File: config.mk
export PLATFORM = sky130hd
export DESIGN_NAME = attempt_lockout
export DESIGN_NICKNAME = d
export VERILOG_FILES = /design/src/rtl/attempt_lockout.sv
export SDC_FILE = /design/constraint.sdc
export NUM_CORES = 1
export LEC_CHECK = 0
export CAP_MARGIN = 0
export CORE_MARGIN = 2
export CORE_UTILIZATION = 30
export DETAILED_ROUTE_END_ITERATION = 10
export HOLD_SLACK_MARGIN = 0.02
export SLEW_MARGIN = 20
export SYNTH_ARGS = -nofsm -noshare
export SYNTH_HDL_FRONTEND = slang
export SYNTH_SLANG_ARGS = --single-unit
File: constraint.sdc
create_clock -name clk -period 2.9 [get_ports clk]
set_input_delay 0.58 -clock clk [delete_from_list [all_inputs] [get_ports clk]]
set_output_delay 0.58 -clock clk [all_outputs]
set_load 0.01 [all_outputs]
File: src/rtl/attempt_lockout.sv
// Failed-PIN attempt limiter: counts incorrect PIN results, imposes timed lockouts,
// and retains the card permanently after too many lockouts.
module attempt_lockout #(
  parameter int MAX_ATTEMPTS = 3,
  parameter int LOCK_CYCLES  = 50_000_000,
  parameter int CNT_W        = 26,
  parameter int MAX_LOCKS    = 2
) (
  input  logic       clk,
  input  logic       reset,
  input  logic       submit_in,
  input  logic       correct,
  input  logic       incorrect,
  output logic       submit_out,
  output logic [2:0] attempts_left,
  output logic       locked,
  output logic       retained,
  output logic       access_ok,
  output logic [1:0] state_dbg
);

  typedef enum logic [1:0] {
    READY    = 2'd0,
    LOCKOUT  = 2'd1,
    RETAINED = 2'd2
  } state_t;

  localparam logic [2:0]       MAX_A     = 3'(MAX_ATTEMPTS);
  localparam logic [2:0]       MAX_L     = 3'(MAX_LOCKS);
  localparam logic [CNT_W-1:0] TIMER_TOP = CNT_W'(LOCK_CYCLES - 1);

  state_t           state, state_nxt;
  logic [2:0]       fail_cnt, fail_nxt;
  logic [2:0]       lock_cnt, lock_nxt;
  logic [CNT_W-1:0] timer, timer_nxt;
  logic             correct_q, incorrect_q;
  logic             access_nxt;
  logic             cor_rise, inc_rise;

  assign cor_rise = correct & ~correct_q;
  assign inc_rise = incorrect & ~incorrect_q;

  always_ff @(posedge clk) begin
    if (reset) begin
      state       <= READY;
      fail_cnt    <= '0;
      lock_cnt    <= '0;
      timer       <= '0;
      correct_q   <= 1'b0;
      incorrect_q <= 1'b0;
      access_ok   <= 1'b0;
    end else begin
      state       <= state_nxt;
      fail_cnt    <= fail_nxt;
      lock_cnt    <= lock_nxt;
      timer       <= timer_nxt;
      correct_q   <= correct;
      incorrect_q <= incorrect;
      access_ok   <= access_nxt;
    end
  end

  // A simultaneous correct/incorrect rise is treated as a failure.
  always_comb begin
    state_nxt  = state;
    fail_nxt   = fail_cnt;
    lock_nxt   = lock_cnt;
    timer_nxt  = timer;
    access_nxt = 1'b0;
    case (state)
      READY: begin
        if (inc_rise) begin
          if (fail_cnt + 3'd1 < MAX_A) begin
            fail_nxt = fail_cnt + 3'd1;
          end else if (lock_cnt + 3'd1 >= MAX_L) begin
            fail_nxt  = MAX_A;
            lock_nxt  = MAX_L;
            state_nxt = RETAINED;
          end else begin
            fail_nxt  = MAX_A;
            lock_nxt  = lock_cnt + 3'd1;
            timer_nxt = TIMER_TOP;
            state_nxt = LOCKOUT;
          end
        end else if (cor_rise) begin
          fail_nxt   = '0;
          lock_nxt   = '0;
          access_nxt = 1'b1;
        end
      end
      LOCKOUT: begin
        if (timer == '0) begin
          fail_nxt  = '0;
          state_nxt = READY;
        end else begin
          timer_nxt = timer - 1'b1;
        end
      end
      RETAINED: state_nxt = RETAINED;
      default:  state_nxt = RETAINED;
    endcase
  end

  assign submit_out    = submit_in & (state == READY);
  assign locked        = (state == LOCKOUT);
  assign retained      = (state == RETAINED);
  assign attempts_left = (state == READY) ? (MAX_A - fail_cnt) : 3'd0;
  assign state_dbg     = state;

endmodule

==> results of run 1 <==
-- state kept, by name, summed over array words and instances, names as in the netlist --
name and cells:
state_dbg 2, incorrect_q 1, lock_cnt 3, timer 26
access_ok 1, fail_cnt 3, correct_q 1
-- how the worst max path moves through the flow --
stage                                          end  slack [ns]  cells past startpoint
after CTS                 fail_cnt[0]$_SDFFE_PP0P_        0.23                      5
after floorplan           fail_cnt[0]$_SDFFE_PP0P_        0.47                      5
after global placement      timer[25]$_SDFFE_PP0P_        0.14                      7
after global routing      fail_cnt[0]$_SDFFE_PP0P_        0.12                      7
after detailed placement    timer[25]$_SDFFE_PP0P_         0.1                      7
final                     fail_cnt[0]$_SDFFE_PP0P_        0.23                      5
-- cell usage after synthesis (all sizes together) (2+ instances only) --
cell type   n
clkbuf     10
a211oi      2
o41ai       3
nor3b       3
nand3       6
or4        21
nor4        3
nand4b      2
inv         9
nor2       13
o21ai       6
nand3b      2
nor3       10
o21a        3
nand2       5
nor2b       5
ha          4
buf         4
a311oi      6
nand2b      6
o211ai      2
and2        4
a31oi      12
or3        16
a21oi      16
o31ai      14
dfxtp      37
-- critical path: stages (launching register included) --
cell	delay, ns
dfxtp_1	0.37
or4_4	0.58
or3_4	0.39
or3_1	0.41
a221oi_2	0.42
mux2_2	0.38
-- metrics by stage --
step                utilization [%]  cell area [um^2]  std cells
finish                         37.3              2410        332
global route                   37.3              2410        332
CTS                            37.3              2410        332
detailed placement             35.5              2290        324
global placement               35.5              2290        324
floorplan                         -              2030        238
-- power breakdown --
part | internal [mW] | switching [mW]
Clock | 0.280 | 0.196
Combinational | 0.317 | 0.415
Sequential | 0.562 | 0.0578
-- final cells by class --
class	instances	share of cell area (%)
clock buffers	6	3.43
multi-input cells	178	49.8
flip-flops and latches	37	30.7
repair buffers	23	9.03
clock inverters	2	1.56
inverters	9	1.40
well taps	77	4.00
-- cells by family after synthesis --
logic type / synth area share, %
and+or+nand+nor: 31.5
AOI/OAI and AO/OA: 23.2
DFF: 36.5
xor gates and xnor gates: 0.862
muxes: 1.05
adders and majority gates: 2.46
buffers and inverters: 4.43
-- metal layers --
layer | routed length, um | part of all wire (%) | global-route usage, % | vias to the layer above
met5 | 0 | 0 | 0 | -
met4 | 15 | 0.30 | 3.84 | 0
li1 | - | - | - | 958
met1 | 2570 | 51 | 19.6 | 926
met2 | 2260 | 45 | 21.2 | 37
met3 | 190 | 3.8 | 3.52 | 2
==> impl_metrics.toml, run 1 <==
[worst_setup_path]
startpoint_type = "flop"
critPathLaunch = "timer[12]$_SDFFE_PP0P_"
worst_r2r_path_depth = 5
worstReg2RegStart = "timer[12]$_SDFFE_PP0P_"
arrival_ns = 2.86
crit_required_ns = 3.08
endpoint_kind = "flop"
r2r_end = "fail_cnt[0]$_SDFFE_PP0P_"
crit_fanout = 9
worst-r2r-setup-slack_ns = 0.23
path_class = "reg2reg"

[floorplan]
row_count = 29
pin_count = 14
dieWidth_um = 86.3
start_util_pct = 31.5
die_y_um = 86.3
floorplan.die_area_um2 = 7450
coreArea_um2 = 6460

[place]
hpwl_um = 3420
dp_slack_ns = 0.0981
gp_congestion = 0.772
io_buffers = 13

[timing]
rsz0062_at_grt = "false"
relSlewSlack_pct = 50.6
period_needed_ns = 2.67
whs_ns = 0.491
tightest_slew_ns = 0.741
fmax_mhz = 374
fin_crit_sh_pct = 92.1
finClkSkew_ns = 0.00904
setup_viol = 0
hold_viol = 0
fin_ws_ns = 0.228
fin_setup_tns_ns = 0
slew_viol_final = 0

[global_route]
grtUsageTotal_pct = 13.9
grt_max_degree = 40
grt_pass1_vias = 1678
grt_antenna_before_repair = 0
grt_pass1_wl_um = 8440
gr-total-overflow = 0

[clocking]
ctsResizeCount = 0
root_buffer = "clkbuf_8"
insertion_delay_ns = 0.30
cts_tree = "yes"
cts_max_level = 2
clock-sinks = 37
clk_pin_slew_ns = 0.08
clock_path_buffers = 2
ctsHoldBuffers = 0
cts_setup_buffers = 0
cts_made_buffers = 5

[cells_and_area]
multi_input_area_um2 = 1200
n_antenna_cell = 0
layout_commonest_cell = "dfxtp_1"
fillers = 671
layout_common_cells = "37 x dfxtp_1, 18 x or4_1, 16 x a21oi_1, 15 x or3_1, 14 x o31ai_1"
seq_area_um2 = 741
drive_above_1_share_pct = 10.2
final_nets = 263
area_growth_pct = 18.6

[routing]
viasPerCell = 5.79
wl_um = 5040
dr_total_vias = 1923
wire_per_inst_um = 15.2
drt_iter0_markers = 89
drt-pass1-iter-count = 4
drc = 0
antenna_left = 0

[yosys]
seq_area_frac_synth_pct = 36.5
synth_fp_nets = 247
ys.flop_type = "dfxtp_1"
synthArstFlopShare_pct = 0
ys.warnings.count = 0
yosys.area.top_type = "dfxtp_1"
synth-seq-cells = 37
synth_area_per_cell_um2 = 8.54
ys_types = 46
synth_top_area_share_pct = 36.5
synthTopCellsByArea = "dfxtp_1 36%, or4_1 6.7%, o31ai_1 5.2%"
synth_edf_count = 0
syn_inst = 238
synth_area_um2 = 2030

[power_and_ir_drop]
p_leak_nw = 0.871
power_mw = 1.83
cellPowerDensity_nw_per_um2 = 759
ir_drop_mv = 0.228

[min_path]
min_to = "fail_cnt[1]$_SDFFE_PP0P_"
holdCritPathClass = "reg2reg"
min_path_cells = 2
hp-start = "fail_cnt[1]$_SDFFE_PP0P_"

[flow_run]
drv_cap = 0

[run_status]
status = "finished clean"
Power figures use the tool's default switching activity.
==> run 2, diff against run 1 <==
--- a/config.mk
+++ b/config.mk
@@ -10,6 +10,7 @@
 export CORE_UTILIZATION = 30
 export DETAILED_ROUTE_END_ITERATION = 10
 export HOLD_SLACK_MARGIN = 0.02
+export SKIP_CTS_REPAIR_TIMING = 1
 export SLEW_MARGIN = 20
 export SYNTH_ARGS = -nofsm -noshare
 export SYNTH_HDL_FRONTEND = slang
==> results of run 2 <==
The final DEF is identical to that of run 1; final timing and power are the same.
==> run 3, diff against run 2 <==
--- a/config.mk
+++ b/config.mk
@@ -5,6 +5,7 @@
 export SDC_FILE = /design/constraint.sdc
 export NUM_CORES = 1
 export LEC_CHECK = 0
+export ABC_AREA = 1
 export CAP_MARGIN = 0
 export CORE_MARGIN = 2
 export CORE_UTILIZATION = 30
@@ -15,3 +16,4 @@
 export SYNTH_ARGS = -nofsm -noshare
 export SYNTH_HDL_FRONTEND = slang
 export SYNTH_SLANG_ARGS = --single-unit
+export TNS_END_PERCENT = 100
==> run 3 against run 2 <==
Against the previous run:
- sequential cell count did not move
- worst setup slack improved by 0.38 ns
- die area is 19% higher
- global-route usage up 0.13 points
- clock skew decreased by 0.0034 ns
- clock power is 26% lower
- synthesized cell count rose by 62%
- power increased by 55%
- register-to-register slack gained 0.73 ns
- maximum frequency is 17% higher
- wire length increased by 14%
- sequential power up 18%
==> impl_metrics.toml, run 3 <==
[place]
dp_slack_ns = 0.605
hpwl_um = 4250
gp_congestion = 0.900
post_dp_cell_area_um2 = 2650
io_buffers = 13

[yosys]
ys_types = 27
ys.flop_type = "dfxtp_1"
yosys.area.top_type = "dfxtp_1"
synth-seq-cells = 37
synth_area_um2 = 2430
synth_top_area_share_pct = 30.5
seq_area_frac_synth_pct = 30.5
syn_inst = 385
synth_most_common_cell = "nand2_1"
synth_fp_nets = 394
synthArstFlopShare_pct = 0
synthTopCellsByArea = "dfxtp_1 31%, nand2_1 16%, nor2_1 11%"
ys.warnings.count = 0
synthTopCellsByCount = "102 x nand2_1, 72 x nor2_1, 39 x inv_1, 37 x dfxtp_1, 36 x nand3_1"
synth_area_per_cell_um2 = 6.30
synth_edf_count = 0

[routing]
dr_total_vias = 2320
drc = 0
antenna_left = 0
viasPerCell = 4.61
wl_um = 5760
drt_iter0_markers = 122
drt-pass1-iter-count = 4
wire_per_inst_um = 11.5

[global_route]
grt_use_met3_pct = 2.57
grt_max_degree = 28
grtUsageTotal_pct = 14.1
top_usage_layer = "met2"
grtUsageMet1_pct = 18.5
grt_antenna_before_repair = 0
gr-total-overflow = 0
grt_pass1_wl_um = 10100
grt_use_met2_pct = 23.9
grt_pass1_vias = 2260

[timing]
setup_viol = 0
fmax_mhz = 437
hold_viol = 0
period_needed_ns = 2.29
fin_crit_sh_pct = 78.9
relSlewSlack_pct = 72.3
finClkSkew_ns = 0.00561
tightest_slew_ns = 0.413
slew_viol_final = 0
fin_ws_ns = 0.612
fin_setup_tns_ns = 0
rsz0062_at_grt = "false"

[worst_setup_path]
cpLargestDelayFamily = "buffers and inverters"
max_stage_delay_ns = 0.54
path_class = "in2out"
worst-r2r-setup-slack_ns = 0.96
r2r_end = "timer[24]$_SDFFE_PP0P_"
endpoint_kind = "output pin"
crit_buf_inv = 3
crit_required_ns = 2.32
crit_fanout = 1
critical_path_depth = 4
worst_r2r_path_depth = 11
arrival_ns = 1.71
crit_slowest_cell = "clkdlybuf4s50_1"
path_cells = "clkdlybuf4s50_1, inv_1, nor2_1, clkdlybuf4s50_1"
worstReg2RegStart = "timer[0]$_SDFFE_PP0P_"
startpoint_type = "input port"
crit_top_cell = "clkdlybuf4s50_1"

[clocking]
cts_max_level = 2
clock_path_buffers = 2
cts_tree = "yes"
root_buffer = "clkbuf_8"
clk_pin_slew_ns = 0.07
clock-sinks = 37
cts_made_buffers = 5
insertion_delay_ns = 0.28

[min_path]
holdCritPathClass = "reg2reg"
min_to = "lock_cnt[2]$_SDFFE_PP0P_"
min_path_cells = 2
hp-start = "lock_cnt[2]$_SDFFE_PP0P_"

[cells_and_area]
fillers = 864
drive_above_1_share_pct = 15.2
final_nets = 409
area_growth_pct = 12.7
layout_common_cells = "102 x nand2_1, 72 x nor2_1, 39 x inv_1, 37 x dfxtp_1, 36 x nand3_1"
top_register = "timer"
n_antenna_cell = 0
largest_reg_flops = 26
top_regs = "timer: 26 flops, fail_cnt: 3 flops, lock_cnt: 3 flops"
design_area_um2 = 2740
final_core_util_pct = 35.2
layout_commonest_cell = "nand2_1"

[floorplan]
start_util_pct = 31.2
row_count = 32
dieWidth_um = 94.0
floorplan.die_area_um2 = 8830
pin_count = 14
die_y_um = 94.0
coreArea_um2 = 7770

[power_and_ir_drop]
p_leak_nw = 1.15
ir_drop_mv = 0.438
cellPowerDensity_nw_per_um2 = 1040

[flow_run]
drv_cap = 0

[run_status]
status = "finished clean"
[run 3: cell types whose count changed in the layout (fill, tap and decap cells not counted), moves of 18 or more]
| cell | before | now |
|---|---|---|
| nor2_1 | 13 | 72 |
| a21oi_2 | 0 | 18 |
| nand2_1 | 5 | 102 |
| nand3_1 | 6 | 36 |
| inv_1 | 9 | 39 |
| or4_1 | 18 | 0 |
[run 3: area by class of cell]
cell class	count	area (um^2)	area share (%)
flip-flops and latches	37	741	27.1
repair buffers	18	168	6.13
clock buffers	6	72.6	2.65
clock inverters	2	10.0	0.366
well taps	102	128	4.66
inverters	40	150	5.49
multi-input cells	298	1470	53.6
[run 3: layer usage]
layer,share of wire [%],wire length (um)
met4,0.95,55
met2,46,2630
met5,0,0
met1,50,2910
met3,2.9,166
[run 3: through the flow]
stage	power [mW]	hold slack, ns	instances
6_report	2.83	0.462	503
2_1_floorplan	2.13	0.438	385
5_1_grt	3.15	0.496	503
3_5_place_dp	2.49	0.456	495
4_1_cts	2.85	0.468	503
3_3_place_gp	2.46	0.456	495
[run 3: worst max path at each step]
stage / from / to / slack [ns]
global route: state_dbg[1]$_SDFFE_PP0P_ / attempts_left[2] / 0.47
finish: submit_in / submit_out / 0.61
detailed placement: submit_in / submit_out / 0.60
CTS: submit_in / submit_out / 0.60
floorplan: state_dbg[0]$_SDFFE_PP0P_ / locked / 1.19
global placement: submit_in / submit_out / 0.63
[run 3: logic make-up after synthesis]
group | count (synthesis) | share of synthesized area, %
AND/OR/NAND/NOR | 259 | 47.9
buffers and inverters | 50 | 9.02
flip-flops | 37 | 30.5
AO/OA/AOI/OAI | 32 | 9.38
adder cells (fa/ha/maj) | 4 | 2.06
XOR/XNOR | 3 | 1.08
[run 3: power by group]
group          total (mW)  switching, mW  internal, mW
combinational        1.75           1.11         0.642
clock               0.352          0.185         0.167
sequential          0.731          0.125         0.606
total                2.83           1.42          1.41
[run 3: tightest hold or removal path, stage by stage, from the launching register on]
cell and delay (ns):
dfxtp_1 0.31, inv_1 0.06, nor3_1 0.05
